`config.mk`:
```
export PLATFORM = sky130hd
export DESIGN_NAME = uart_mmio
export DESIGN_NICKNAME = d
export VERILOG_FILES = /design/src/rtl/uart_mmio_pkg.sv /design/src/rtl/uart_mmio_fifo.sv /design/src/rtl/uart_mmio.sv
export SDC_FILE = /design/constraint.sdc
export NUM_CORES = 1
export LEC_CHECK = 0
export CELL_PAD_IN_SITES_DETAIL_PLACEMENT = 1
export CELL_PAD_IN_SITES_GLOBAL_PLACEMENT = 2
export CORE_MARGIN = 4
export CORE_UTILIZATION = 39
export CTS_CLUSTER_SIZE = 8
export DETAILED_ROUTE_END_ITERATION = 8
export HOLD_SLACK_MARGIN = 0.08
export PLACE_DENSITY = 0.74
export SETUP_SLACK_MARGIN = 0.02
export SLEW_MARGIN = 10
export SYNTH_ARGS = -nofsm -noshare
export SYNTH_HDL_FRONTEND = slang
export SYNTH_HIERARCHICAL = 1
export SYNTH_SLANG_ARGS = --single-unit
```
`constraint.sdc`:
```
create_clock -name clk1 -period 3.15 [get_ports clk1]
set_input_delay 0.315 -clock clk1 [delete_from_list [all_inputs] [get_ports clk1]]
set_output_delay 0.315 -clock clk1 [all_outputs]
set_load 0.005 [all_outputs]
```
`src/rtl/uart_mmio_pkg.sv`:
```
// uart_mmio_pkg: register offsets, status bit positions and FSM state types for uart_mmio
package uart_mmio_pkg;
   localparam logic [3:0] OFF_STATUS = 4'h0;
   localparam logic [3:0] OFF_RXDATA = 4'h4;
   localparam logic [3:0] OFF_TXDATA = 4'h8;
   localparam logic [3:0] OFF_RXPOP  = 4'hC;
   localparam int ST_RX_VALID  = 0;
   localparam int ST_RX_FULL   = 1;
   localparam int ST_TX_FULL   = 2;
   localparam int ST_TX_IDLE   = 3;
   localparam int ST_OVERRUN   = 4;
   localparam int ST_FRAME_ERR = 5;
   typedef enum logic [1:0] {TX_IDLE, TX_START, TX_DATA, TX_STOP} tx_state_t;
   typedef enum logic [1:0] {RX_IDLE, RX_START, RX_DATA, RX_STOP} rx_state_t;
endpackage

```
`src/rtl/uart_mmio_fifo.sv`:
```
// sync_fifo: show-ahead synchronous FIFO; a pop frees a full slot for a push at the same edge
module sync_fifo #(
   parameter int WIDTH = 8,
   parameter int DEPTH = 16
) (
   input  logic             clk1,
   input  logic             reset,
   input  logic             push,
   input  logic             pop,
   input  logic [WIDTH-1:0] din,
   output logic [WIDTH-1:0] dout,
   output logic             full,
   output logic             empty
);
   localparam int AW = $clog2(DEPTH);
   logic [WIDTH-1:0] mem [DEPTH];
   logic [AW:0] wp, rp;
   logic do_push, do_pop;
   assign empty = wp == rp;
   assign full = wp == {~rp[AW], rp[AW-1:0]};
   assign do_pop = pop && !empty;
   assign do_push = push && (!full || do_pop);
   assign dout = mem[rp[AW-1:0]];
   always_ff @(posedge clk1) begin
      if (!reset) begin
         wp <= '0;
         rp <= '0;
      end else begin
         if (do_push) wp <= wp + 1'b1;
         if (do_pop) rp <= rp + 1'b1;
      end
   end
   always_ff @(posedge clk1) begin
      if (do_push) mem[wp[AW-1:0]] <= din;
   end
endmodule

```
`src/rtl/uart_mmio.sv`:
```
// uart_mmio: memory-mapped 8N1 UART with TX/RX FIFOs on the core data-memory port
module uart_mmio
   import uart_mmio_pkg::*;
#(
   parameter logic [31:0] MMIO_BASE    = 32'hFFFF_0000,
   parameter int          CLKS_PER_BIT = 868,
   parameter int          TX_DEPTH     = 16,
   parameter int          RX_DEPTH     = 16
) (
   input  logic        clk1,
   input  logic        reset,
   input  logic        mem_write,
   input  logic [31:0] alu_result,
   input  logic [31:0] write_data,
   output logic [31:0] read_data,
   output logic        mmio_hit,
   input  logic        rxd,
   output logic        txd
);
   localparam int CW = $clog2(CLKS_PER_BIT);
   localparam logic [CW-1:0] LAST = CW'(CLKS_PER_BIT - 1);
   localparam logic [CW-1:0] HALF = CW'(CLKS_PER_BIT / 2 - 1);
   tx_state_t tx_state;
   rx_state_t rx_state;
   logic [CW-1:0] tx_cnt, rx_cnt;
   logic [2:0] tx_bit, rx_bit;
   logic [7:0] tx_sh, rx_sh, tx_head, rx_head;
   logic tx_full, tx_empty, rx_full, rx_empty, tx_idle;
   logic tx_push, tx_pop, rx_push, rx_pop, st_wr, frame_bad;
   logic rx_s1, rx_s2, rx_s3, frame_err, overrun;
   logic [3:0] off;
   logic [31:0] status;
   logic unused;
   assign unused = ^{alu_result[1:0], write_data[31:8]};
   assign mmio_hit = alu_result[31:4] == MMIO_BASE[31:4];
   assign off = {alu_result[3:2], 2'b00};
   assign st_wr = mem_write && mmio_hit && off == OFF_STATUS;
   assign tx_push = mem_write && mmio_hit && off == OFF_TXDATA;
   assign rx_pop = mem_write && mmio_hit && off == OFF_RXPOP;
   assign tx_pop = !tx_empty && (tx_state == TX_IDLE || (tx_state == TX_STOP && tx_cnt == LAST));
   assign rx_push = rx_state == RX_STOP && rx_cnt == LAST && rx_s2;
   assign frame_bad = rx_state == RX_STOP && rx_cnt == LAST && !rx_s2;
   assign tx_idle = tx_state == TX_IDLE && tx_empty;
   sync_fifo #(.WIDTH(8), .DEPTH(TX_DEPTH)) tx_fifo (
      .clk1(clk1), .reset(reset), .push(tx_push), .pop(tx_pop), .din(write_data[7:0]),
      .dout(tx_head), .full(tx_full), .empty(tx_empty)
   );
   sync_fifo #(.WIDTH(8), .DEPTH(RX_DEPTH)) rx_fifo (
      .clk1(clk1), .reset(reset), .push(rx_push), .pop(rx_pop), .din(rx_sh),
      .dout(rx_head), .full(rx_full), .empty(rx_empty)
   );
   // a pop in IDLE or at the end of STOP starts the next frame at that same edge
   always_ff @(posedge clk1) begin
      if (!reset) begin
         tx_state <= TX_IDLE;
         txd <= 1'b1;
         tx_cnt <= '0;
         tx_bit <= '0;
         tx_sh <= '0;
      end else begin
         tx_cnt <= (tx_state == TX_IDLE || tx_cnt == LAST) ? '0 : tx_cnt + 1'b1;
         case (tx_state)
            TX_START, TX_DATA: if (tx_cnt == LAST) begin
               tx_state <= (tx_state == TX_DATA && tx_bit == 3'd7) ? TX_STOP : TX_DATA;
               txd <= (tx_state == TX_DATA && tx_bit == 3'd7) ? 1'b1 : tx_sh[0];
               tx_sh <= tx_sh >> 1;
               tx_bit <= tx_state == TX_START ? 3'd0 : tx_bit + 3'd1;
            end
            TX_STOP: if (tx_cnt == LAST) tx_state <= TX_IDLE;
            default: ;
         endcase
         if (tx_pop) begin
            tx_state <= TX_START;
            txd <= 1'b0;
            tx_sh <= tx_head;
         end
      end
   end
   always_ff @(posedge clk1) begin
      if (!reset) begin
         {rx_s1, rx_s2, rx_s3} <= 3'b111;
         rx_state <= RX_IDLE;
         rx_cnt <= '0;
         rx_bit <= '0;
         rx_sh <= '0;
      end else begin
         {rx_s1, rx_s2, rx_s3} <= {rxd, rx_s1, rx_s2};
         rx_cnt <= rx_cnt + 1'b1;
         case (rx_state)
            RX_IDLE: begin
               rx_cnt <= '0;
               if (rx_s3 && !rx_s2) rx_state <= RX_START;
            end
            RX_START: if (rx_cnt == HALF) begin
               rx_cnt <= '0;
               rx_bit <= '0;
               rx_state <= rx_s2 ? RX_IDLE : RX_DATA;
            end
            RX_DATA: if (rx_cnt == LAST) begin
               rx_cnt <= '0;
               rx_sh <= {rx_s2, rx_sh[7:1]};
               rx_bit <= rx_bit + 3'd1;
               if (rx_bit == 3'd7) rx_state <= RX_STOP;
            end
            RX_STOP: if (rx_cnt == LAST) rx_state <= RX_IDLE;
         endcase
      end
   end
   // sticky flags: a set in the same cycle as a clear wins
   always_ff @(posedge clk1) begin
      if (!reset) begin
         overrun <= 1'b0;
         frame_err <= 1'b0;
      end else begin
         overrun <= (rx_push && rx_full && !rx_pop) || (overrun && !(st_wr && write_data[4]));
         frame_err <= frame_bad || (frame_err && !(st_wr && write_data[5]));
      end
   end
   always_comb begin
      status = '0;
      status[ST_RX_VALID] = !rx_empty;
      status[ST_RX_FULL] = rx_full;
      status[ST_TX_FULL] = tx_full;
      status[ST_TX_IDLE] = tx_idle;
      status[ST_OVERRUN] = overrun;
      status[ST_FRAME_ERR] = frame_err;
   end
   assign read_data = !mmio_hit ? 32'h0 :
                      off == OFF_STATUS ? status :
                      off == OFF_RXDATA ? {24'h0, rx_empty ? 8'h0 : rx_head} : 32'h0;
endmodule

```
* Word-level counts from Yosys, hierarchy flattened
Memory sizes are Yosys's and may differ from the RTL's. A register that Yosys moved wholly into a read port is not among the register bits. Cells that the tools add are included.
Word-level totals: input bits 68, output and inout port bits 34, register bits 72, bits in writable memories 256, word-level logic and storage cells 152, memories 2
Memories:
- rx_fifo.mem | depth 16, width 8, rd ports 1, clocked after memory_dff 1, wr ports 1, RTL line uart_mmio_fifo.sv:16 | logic [WIDTH-1:0] mem [DEPTH];
- tx_fifo.mem | depth 16, width 8, rd ports 1, clocked after memory_dff 1, wr ports 1, RTL line uart_mmio_fifo.sv:16
Cells by class: add/subtract/negate cells 8, mux-type cells 38, eq/ne operators 28, bitwise gates (word level) 3, reduce and logical (&&, ||, !) cells 54
Operators by type and width (number):
- 2-to-1 mux 8 bit | 7
- one-hot mux 10 bit (3 select lines) | 1
- equality test 28 bit (second input constant) | 1
- logical AND 1 bit | 22
- adder 10 x 1 -> 10 bit (second input constant) | 2
- adder 5 x 1 -> 5 bit (second input constant) | 4
- equality test 10 bit (second input constant) | 2
- equality test 5 bit | 4
- 2-to-1 mux 10 bit | 2
- 2-to-1 mux 2 bit | 8
- 2-to-1 mux 4 bit | 4
- equality test 2 bit (second input constant) | 6
- equality test 10 x 9 -> 1 bit (second input constant) | 1
- 2-to-1 mux 1 bit | 10
- inequality test 2 bit (second input constant) | 5
- 2-to-1 mux 3 bit | 3
- AND reduction 3 bit | 3
- zero test 1 bit | 8
- one-hot mux 2 bit (4 select lines) | 1
- nonzero test 2 bit | 4
- adder 3 x 1 -> 3 bit (second input constant) | 2
- equality test 2 x 1 -> 1 bit (second input constant) | 3
- equality test 3 bit (second input constant) | 2
- logical OR 1 bit | 6
- other kinds (12) | 20

* Longest topological paths before layout
depth in word-level cells 9, depth in mapped cells 12, mapped depth without buffers 9

* By module
Netlist, hierarchy kept.
By module, submodules not included:
- sync_fifo | sequential area each 4124.0 µm², times used 2, area an instance 5720.5 µm², cells an instance 267
- uart_mmio | sequential area each 1041.0 µm², times used 1, area an instance 2810.2 µm², cells an instance 327

* Least setup slack after synthesis
No wires, ideal clock.
path type reg-to-reg, from register tx_cnt[0], to memory tx_fifo.mem[11][0], enable pin, data required time 2.765 ns, data arrival time 2.708 ns, clock period less this slack 3.093 ns, library setup time 0.385 ns, buffers on the path 1, stages on the path, launching flop included 10, setup slack 0.057 ns, cells stage by stage dfxtp_1 ha_1 nor3b_1 a41oi_2 or2_1 buf_4 inv_1 nor2_1 a21o_1 nor3b_1
On the way: cells in the longest elaborated chain, start to end 9
Ends and longest elaborated chain:
- from (decl) | RTL line uart_mmio.sv:25 | logic [CW-1:0] tx_cnt, rx_cnt;
- from (signal assigned) | RTL line uart_mmio.sv:61 | tx_cnt <= (tx_state == TX_IDLE || tx_cnt == LAST) ? '0 : tx_cnt + 1'b1;
- equality test 10 bit | RTL line uart_mmio.sv:40 | assign tx_pop = !tx_empty && (tx_state == TX_IDLE || (tx_state == TX_STOP && tx_cnt == LAST));
- logical AND 1 bit | RTL line uart_mmio.sv:40
- logical OR 1 bit | RTL line uart_mmio.sv:40
- logical AND 1 bit | RTL line uart_mmio.sv:40
- net tx_pop | RTL line uart_mmio.sv:29 | logic tx_push, tx_pop, rx_push, rx_pop, st_wr, frame_bad;
- logical AND 1 bit | RTL line uart_mmio_fifo.sv:21 | assign do_pop = pop && !empty;
- logical OR 1 bit | RTL line uart_mmio_fifo.sv:22 | assign do_push = push && (!full || do_pop);
- logical AND 1 bit | RTL line uart_mmio_fifo.sv:22
- 2-to-1 mux 1 bit | RTL line uart_mmio_fifo.sv:34 | if (do_push) mem[wp[AW-1:0]] <= din;
- 2-to-1 mux 1 bit (not written as such) | RTL line uart_mmio_fifo.sv:34
- to (decl) | RTL line uart_mmio_fifo.sv:16
The timed path passes the listed nets, and every way through them passes these cells.

==> impl_summary.md <==
GRT
Across every metal layer, demand over resource in global routing totals 16.7%. The number of global-route vias before repair is 8,341. The first-pass GRT wire length is 50,200 um. Entering global routing, the biggest net connects 33 pins. The final global-route overflow total is 0. The number of antenna violations at the first check in global routing is 1.

Drt
For this block, the via count after detailed routing is 7,865. The number of detailed-routing iterations run before antenna repair is 6. After detailed routing, the number of remaining DRC violations is 0. The wire length after detailed routing is 32,400 um. The violation count after the first detailed-route iteration is between 400 and 500. The number of nets with antenna violations after detailed routing is 0. In the final routed layout, each cell accounts on average for 21.6 um. After detailed routing, the number of vias per cell comes to roughly 5.2.

Worst setup path
At the worst endpoint, the required time is between 2 and 3 ns. Across all register-to-register paths, the minimum setup slack is 0.27 ns. The destination of the critical timing path is read_data[4]. For this run, the slowest stage of the critical path takes ~0.53 ns. The critical path runs through a total of 7 cells. The buffer and inverter count on the worst path is 3.

The worst setup path is launched from a register. The family with the most delay on the worst path is multiplexers. The worst endpoint data arrival time is 2.76 ns. The path depth of the worst reg2reg path is 10. For this design, the slowest cell found on the critical path is sky130_fd_sc_hd__mux4_2. The critical path in this run is classified as reg2out.

The largest fanout on the critical path is 8. The worst flop-to-flop path endpoint is tx_fifo/mem[12][6]. The cell repeated most along the worst path is sky130_fd_sc_hd__mux4_2. The signal on the critical path passes through buf_4 > buf_12 > mux4_2 > mux4_2 > a22oi_1 > nor2_1 > dlygate4sd2_1. The worst flop-to-flop path startpoint is tx_cnt[0]. The capturing element type of the critical path is an output port.

Clock tree
Clock-pin slew was measured on the worst setup and hold paths at roughly 0.050 ns. The total clock buffers created by CTS is 48. No sink is reached through more buffers than the 3 on the longest clock path. The H-tree generated during clock tree synthesis spans 2 levels.

The sink count of the clock tree is 336. For this design, the CTS-stage hold fixing added 0 buffers. The clock latency of the later-clocked register in the worst-skew pair is 0.58 ns. In this run the clock root is driven by a sky130_fd_sc_hd__clkbuf_16.

TritonCTS built the clock tree.

Die
The initial core utilization is 39.8%. The die span in x is 199 um. The placeable core region is 0.0358 mm2. In this run the count of I/O pins placed on the die edge is 102. The floorplan has 69 rows. The die covers 0.0397 mm2. The height of the chip is 199 um.

Cells and area
The fraction of layout instances using a drive strength above 1 is 20.8%. The multi-input logic area is 0.00454 mm2. The flip-flop and latch area is 0.00929 mm2. The total of fill cells in the finished design is 3,415. The antenna diode instance count is 0. The area growth from synthesis to final layout is 21.6%. The net count of the finished layout is 1,096. The finished cells cover ~0.017 mm2.

Timing
The final hold violation count is 0. Setup repair after global routing could not meet its margin everywhere. Setup slack closes at 0.0783 ns. In the final timing run, aggregate negative setup slack is 0 ns. The final max-slew violation count is 0. On the final layout, the worst clock skew is ~0.032 ns. The final critical path takes up 97.5% of the cycle.

The transition time at the pin with the least slew margin is 0.876 ns. The setup violation total in the final timing report is 0. Hold timing on the final database bottoms out at a slack of 0.248 ns. The minimum clock period is 3.07 ns. The worst pin sits at a relative slew slack of between 40% and 50%.

Timing would allow up to between 0.3 and 0.4 GHz.

Logic synthesis
The simple-gate share of the synthesized area is a little under a tenth. The distinct cell type count after synthesis is 66. After synthesis, the share of cell area in mux cells is 14.5%.

The synthesized area is 0.0143 mm2. Counting flops and latches in the post-synthesis netlist gives 336. Summing the areas of all compound-gate instances in the mapped netlist gives 3.23% of the synthesized area. After synthesis, the most frequently instantiated cells are sky130_fd_sc_hd__edfxtp_1, sky130_fd_sc_hd__dfxtp_1, sky130_fd_sc_hd__mux4_1. Of the synthesized area, sequential elements account for 65.2%. The dominant combinational cell family by area after synthesis is multiplexers. Of all flip-flops after synthesis, the portion carrying an async set or reset was 0%. The xor and xnor area share after synthesis is approximately 2.5%. The synthesized design devotes to its leading area cell type between 50 and 60% of total area. For this run, the number of Yosys warnings is 6.

The cell taking the most area after synthesis is sky130_fd_sc_hd__edfxtp_1. The average cell area after synthesis is 16.6 um2. By area the synthesized netlist is led by sky130_fd_sc_hd__edfxtp_1, sky130_fd_sc_hd__dfxtp_1, sky130_fd_sc_hd__mux4_1, sky130_fd_sc_hd__mux4_2, sky130_fd_sc_hd__ha_1. sky130_fd_sc_hd__edfxtp_1 is the most common cell in the netlist. Yosys mapped a number of flops with a built-in enable equal to 256.

For this run, the leading register cell type out of synthesis is sky130_fd_sc_hd__edfxtp_1. The cell count after synthesis came out at around 860. Summing the areas of all fa, ha and maj instances in the mapped netlist gives 1.93% of the synthesized area.

Power
Overall power consumption after layout is estimated at 9.79 mW. Sequential cells account for 48.6% of the total power. Net switching is 20.0% of the power. Across the VDD grid, the largest voltage drop is around 0.48 mV.

The cell leakage power is 6.05 nW. The net switching power figure is 1.96 mW. The internal power component is 7.83 mW. The cell area power density is 565 mW/mm2.

The portion of total power attributed to the clock network is about half. Of the total power, combinational logic draws 1.8%.

Hold path
The worst hold path class is in2reg.

Place
The placer congestion estimate is 0.732. The count of input and output buffers is 51. The total half-perimeter wirelength after legalization and detailed placement is ~21,000 um.

Prior to clock tree synthesis, the placed netlist has a worst setup slack of -0.127 ns. Summing all placed instances gives a cell area of 0.0158 mm2.

Run status
The run finished with clean final reports.

Job
The reported max-cap violation count is 0.
[routing by layer]
layer	part of all wire, %	up-vias	global-route usage [%]
met5	0	-	0
met4	1.8	0	4.79
met3	5.5	42	3.02
met2	48	210	26.6
met1	45	3987	23.7
li1	-	3626	-
[worst register-to-register path, delay by kind of cell, from the launching register on]
kind | cells | cell delay [ns]
simple gates | 4 | 1.13
compound gates | 2 | 0.39
flops | 1 | 0.37
fa+ha+maj | 1 | 0.22
buf+inv | 3 | 0.48
[power groups by stage]
stage / combinational (mW) / clock, mW / sequential, mW
2_1_floorplan: 0.0887 / 0 / 4.84
3_5_place_dp: 0.171 / 0 / 4.84
5_1_grt: 0.194 / 5.22 / 4.75
3_3_place_gp: 0.166 / 0 / 4.84
6_report: 0.173 / 4.86 / 4.76
4_1_cts: 0.173 / 4.97 / 4.76
[state kept, by name (all words and copies together), names as in the netlist, 2 cells and up, named ones only]
register,flops
rx_bit,3
rx_cnt,10
rx_fifo/mem,128
rx_fifo/rp,5
rx_fifo/wp,5
rx_sh,8
tx_bit,3
tx_cnt,10
tx_fifo/mem,128
tx_fifo/rp,5
tx_fifo/wp,5
tx_sh,8
tx_state,2
[cell type report]
class	count	area share, %
clock buffers	85	7.91
clock inverters	3	0.440
inverters	13	0.282
multi-input cells	474	26.2
flip-flops and latches	336	53.6
well taps	461	3.33
repair buffers	133	8.20
[how the worst min path moves through the flow]
stage / start / end / slack, ns / cells after the start
2_1_floorplan: rx_s1 / rx_s2 / 0.39 / 1
3_3_place_gp: rx_s1 / rx_s2 / 0.39 / 1
3_5_place_dp: rx_s1 / rx_s2 / 0.40 / 1
4_1_cts: reset / tx_fifo/wp[1] / 0.22 / 3
5_1_grt: reset / tx_fifo/wp[1] / 0.27 / 3
6_report: reset / tx_fifo/wp[1] / 0.25 / 3
[layout by cell type (no fill, tap or decap), drive strengths merged, types with 3 or more instances in the layout]
master and n:
a22oi 4, nor2 41, nand2 41, nor4 5
conb 24, a31oi 3, and2 24, nand2b 6
dfxtp 80, edfxtp 256, a21boi 4, nor2b 11
mux4 80, clkbuf 85, o21ai 5, inv 12
xnor2 14, a21oi 28, o31ai 11, or3b 3
dlygate4sd2 4, clkdlybuf4s50 42, ha 22, clkinv 3
buf 85, nor3 7, nand4 15, nand3 24
and3 29, a21o 3, mux2i 9, xor2 26
or4 3, nor3b 7
[metrics by stage]
step	std cells	util (%)
after floorplan	884	-
after global placement	1406	44.1
after detailed placement	1406	44.1
after CTS	1506	48.3
after global routing	1505	48.4
final	1505	48.4
[logic make-up after synthesis]
kind of cell,after synthesis
AO/OA/AOI/OAI,69
other,1
multiplexers,89
buffers and inverters,74
adder cells (fa/ha/maj),22
XOR/XNOR,40
AND/OR/NAND/NOR,230
flip-flops,336
[what timing repair did]
item / CTS / global route
cloned: 2 / 0
setup buffers: 10 / 0
gates resized for setup: 41 / 13
pin swaps: 3 / 4
endpoints found under the setup margin: 8 / 8
Note: power is estimated with default switching activity, not from simulation.
